File: src/rtl/mux_2to1.sv
// ---------------------------------------------------------------------------
// mux_2to1
//
// Purpose:
//   2:1 selector with a zero-latency combinational result and a registered
//   copy. It also keeps a registered copy of the select and a free-running
//   count of select changes, for debug and coverage. Used as a leaf datapath
//   primitive wherever two sources share one sink.
//
// Parameters:
//   WIDTH        data width of a, b, out and out_q
//   CNT_W        width of the select-toggle counter
//
// Ports:
//   clk          system clock, all state updates on the rising edge
//   rst_n        asynchronous active-low reset
//   a            data input 0, chosen when s = 0
//   b            data input 1, chosen when s = 1
//   s            select
//   en           load enable for out_q
//   out          combinational select result (s ? b : a)
//   out_q        registered select result, loaded when en = 1
//   sel_q        registered copy of s, updated on every edge
//   sel_toggles  count of edges where s differed from sel_q, wraps
// ---------------------------------------------------------------------------
module mux_2to1 #(
    parameter int WIDTH = 1,
    parameter int CNT_W = 8
) (
    input  logic             clk,
    input  logic             rst_n,
    input  logic [WIDTH-1:0] a,
    input  logic [WIDTH-1:0] b,
    input  logic             s,
    input  logic             en,
    output logic [WIDTH-1:0] out,
    output logic [WIDTH-1:0] out_q,
    output logic             sel_q,
    output logic [CNT_W-1:0] sel_toggles
);

    logic [WIDTH-1:0] data_q;
    logic [WIDTH-1:0] data_d;
    logic             sel_state_q;
    logic             sel_state_d;
    logic [CNT_W-1:0] cnt_q;
    logic [CNT_W-1:0] cnt_d;

    // The ternary is left as-is so an unknown select propagates as X in
    // simulation instead of being masked to one of the inputs.
    assign out = s ? b : a;

    always_comb begin
        // NOTE: every output of this block is given a default first, so no
        // path leaves a variable unassigned and no latch is inferred.
        data_d      = data_q;
        sel_state_d = s;
        cnt_d       = cnt_q;

        if (en) begin
            data_d = out;
        end

        // Compared against the pre-edge copy of the select, so the first
        // edge after reset with s = 1 counts as a change.
        if (s != sel_state_q) begin
            cnt_d = cnt_q + CNT_W'(1);
        end
    end

    // NOTE: the reset term is in the sensitivity list, so the registers clear
    // immediately on rst_n falling, and reset dominates a coincident clock edge.
    always_ff @(posedge clk or negedge rst_n) begin
        if (!rst_n) begin
            data_q      <= '0;
            sel_state_q <= 1'b0;
            cnt_q       <= '0;
        end else begin
            // NOTE: non-blocking assignments, so every register samples the
            // pre-edge values regardless of statement order.
            data_q      <= data_d;
            sel_state_q <= sel_state_d;
            cnt_q       <= cnt_d;
        end
    end

    assign out_q       = data_q;
    assign sel_q       = sel_state_q;
    assign sel_toggles = cnt_q;

endmodule

File: config.mk
export PLATFORM = sky130hd
export DESIGN_NAME = mux_2to1
export DESIGN_NICKNAME = d
export VERILOG_FILES = /design/src/rtl/mux_2to1.sv
export SDC_FILE = /design/constraint.sdc
export NUM_CORES = 1
export LEC_CHECK = 0
export ABC_AREA = 0
export CORE_AREA = 2 2 39 41
export DETAILED_ROUTE_END_ITERATION = 7
export DIE_AREA = 0 0 41 43
export GPL_TIMING_DRIVEN = 0
export PLACE_DENSITY = 0.75
export SYNTH_ARGS = -nofsm -noshare
export SYNTH_HDL_FRONTEND = slang
export SYNTH_SLANG_ARGS = --single-unit
export TNS_END_PERCENT = 100
File: constraint.sdc
create_clock -name clk -period 1.1 [get_ports clk]
set_input_delay 0.165 -clock clk [delete_from_list [all_inputs] [get_ports clk]]
set_output_delay 0.165 -clock clk [all_outputs]
set_load 0.03 [all_outputs]
==> impl_results.md <==
- Total negative slack: -0.0144 ns
- Post-detailed-route via-to-cell ratio: 4.68
- CTS tree: done
- Critical setup path kind: register to register
- Remaining global-route overflow: 0
- Global placer's final weighted congestion: 0.677
- Number of iterations in the first detailed-routing pass: 4
- CTS Sinks: 10
- Type of origin of the critical path: register
- Cell variety after synth: 11
- Cts bufs inserted: 3
- Static leakage: ~0.31 nW
- GRT Overall Usage: around an eighth
- Remaining antenna violation count after routing: 0
- Post-Synthesis Mean Instance Area: around 13 um2
- Maximum buffer depth of the clock tree: 2
- Root buf cell: sky130_fd_sc_hd__clkbuf_4
- Arrival time at the worst endpoint: 1.26 ns
- Count of final setup violators: 3
- Grt met2 use: 16.9%
- Post-Synthesis Cell Area: 442 um2
- Unrepaired setup endpoints after global routing: yes
- Number of max-slew violations in the final report: 0
- Data required time of the worst path: 1.25 ns
- Crit share post-route: 101%
- Post-layout minimum cycle time: roughly 1.1 ns
- Top achievable clock speed: 901 MHz
- Commonest non-fill, non-tap cells in the layout: 10 x sky130_fd_sc_hd__buf_2, 8 x sky130_fd_sc_hd__dfrtp_2, 7 x sky130_fd_sc_hd__nand2_1, 5 x sky130_fd_sc_hd__xnor2_1, 3 x sky130_fd_sc_hd__clkbuf_4
- Clock latency at the later pin of the worst-skew pair: 0.27 ns
- Number of storage elements in the synthesis netlist: 10
- Worst Slack Setup Final: -0.00934 ns
- Syn nets: 42
- Port bufs: 16
- Net count reported at finish: 64
- Starting utilization of the core area: 31.9%
- Overall power after layout: 1.81 mW
- Routed WL per cell: ~12 um
- Worst max-slew margin expressed relative to the limit: 70.7%
- Critical-path maximum fanout: 5
- Dominant cell type by area after synthesis: sky130_fd_sc_hd__dfrtp_1
- HP Class: primary input to register
- Sum of net half-perimeters after detailed placement: 625 um
- Ys Warns: 0
- Vertical die dimension: 43 um
- Vias in the first global route: 342
- Element type at the critical path end: register
- First-pass GRT wire length: 1330 um
- Source of the critical timing path: sel_toggles[0]
- Std-Cell Rows: 14
- Most common library cell in the layout ignoring fill and taps: sky130_fd_sc_hd__buf_2
- Total vias in the final route: ~340
- DRC violations left: 0
- Hold violation total from the final report: 0
- Power density normalized to cell area: approximately 2600 nW/um2
- Violated checks: negative setup slack
- Number of instances in the synthesized netlist: 35
- Finished Core Util: between 40% and 50%
- Result of the run: finished with violations
- Die W: 41 um
- Count of maximum capacitance violations: 0
- Placeable Area: around 1400 um2
- Clock edge transition at the registers on the reported setup and hold paths: 0.07 ns
- Full die area: 1760 um2
- Routed WL: approximately 860 um
- Share of cells above drive strength 1: 58.9%
- Min-delay src: s
- Area overhead of the layout relative to synthesis: 55.2%
- Busiest metal layer after global routing: met2
- Global routing met3 resource utilization: 4.19%
- Share of the synthesized area in the top cell type: 56.7%
- Clock skew: 0.00472 ns
- Post-Place Worst Slack: -0.812 ns
- Number of antenna violations at the first check in global routing: 0
- Antenna Diode Count: 0
- Met1 demand-to-capacity share in global routing: 13.0%
- # IOs: 17
- Origin of the critical flop-to-flop path: sel_toggles[0]
- CTS H-tree lvls: 1
- Measured slew at the worst slew-check pin: approximately 0.44 ns
- Largest cells by area after synthesis: sky130_fd_sc_hd__dfrtp_1 57%, sky130_fd_sc_hd__xnor2_1 12%, sky130_fd_sc_hd__nand2_1 5.9%
- Initial DRC Count: 7
- Proportion of synthesized chip area in sequential cells: between 50% and 60%
- Peak ir drop on the vdd network: 0.00117 V
- Largest net degree at the start of global routing: 11
## critical path, stage by stage, from the launching register on
cell	delay [ns]
sky130_fd_sc_hd__dfrtp_2	0.43
sky130_fd_sc_hd__ha_4	0.15
sky130_fd_sc_hd__and3_4	0.18
sky130_fd_sc_hd__nand4_1	0.09
sky130_fd_sc_hd__xnor2_1	0.14
## cells in the mapped netlist
| cell | number |
|---|---|
| sky130_fd_sc_hd__nor4_2 | 1 |
| sky130_fd_sc_hd__dfrtp_1 | 10 |
| sky130_fd_sc_hd__nand2_1 | 7 |
| sky130_fd_sc_hd__nand4_1 | 2 |
| sky130_fd_sc_hd__mux2_2 | 2 |
| sky130_fd_sc_hd__and3_1 | 1 |
| sky130_fd_sc_hd__xor2_1 | 3 |
| sky130_fd_sc_hd__nand3_1 | 1 |
| sky130_fd_sc_hd__nor4b_2 | 1 |
| sky130_fd_sc_hd__xnor2_1 | 6 |
| sky130_fd_sc_hd__ha_1 | 1 |
## per-stage QoR
step	hold slack, ns	cell area, um2	std cells
floorplan	-0.131	479	35
global placement	0.455	659	67
detailed placement	0.456	659	67
CTS	0.215	671	71
global route	0.106	686	72
finish	0.110	686	72
## worst paths after layout
check	to	slack, ns	cells after the start
max	sel_toggles[6]	-0.009	4
min	sel_q	0.11	1
max reg2reg	sel_toggles[6]	-0.009	4
min reg2reg	sel_toggles[7]	0.46	1
max in group asynchronous	sel_toggles[6]	0.57	1
min in group asynchronous	sel_toggles[7]	0.20	1
## sequential cells by signal, summed over array words and instances (netlist names)
register,flops
sel_q,1
sel_toggles,8
out_q,1
## layout make-up
| class | instances | area, um2 |
|---|---|---|
| clock buffer | 4 | 36.3 |
| tap | 16 | 20.0 |
| multi-input combinational | 25 | 248 |
| sequential | 10 | 260 |
| fill | 136 | 698 |
| timing repair buffer | 17 | 121 |
## cells by family after synthesis
family | after synthesis | share of synthesized area, %
adders and majority gates | 1 | 2.83
and+or+nand+nor | 13 | 17.6
DFF | 10 | 56.7
muxes | 2 | 5.10
xor gates and xnor gates | 9 | 17.8
## routing by layer
layer | vias to the layer above | share of wire (%)
li1 | 161 | -
met1 | 154 | 41
met2 | 17 | 46
met3 | 5 | 9.7
met4 | 0 | 3.5
met5 | - | 0
## repair_timing
| item | 4_1_cts | 5_1_grt |
|---|---|---|
| gates cloned | 0 | 0 |
| hold buffers | 0 | 0 |
| resized for setup | 60 | 10 |
| setup buffers | 0 | 1 |
| pin swaps | 3 | 1 |
| setup endpoints to repair | 17 | 9 |
## where the power goes
| part | total [mW] | switching, mW | internal, mW | leakage (nW) |
|---|---|---|---|---|
| combinational | 0.786 | 0.463 | 0.323 | 0.181 |
| sequential | 0.690 | 0.175 | 0.515 | 0.113 |
| clock | 0.333 | 0.131 | 0.201 | 0.0210 |
Power figures use the tool's default switching activity.
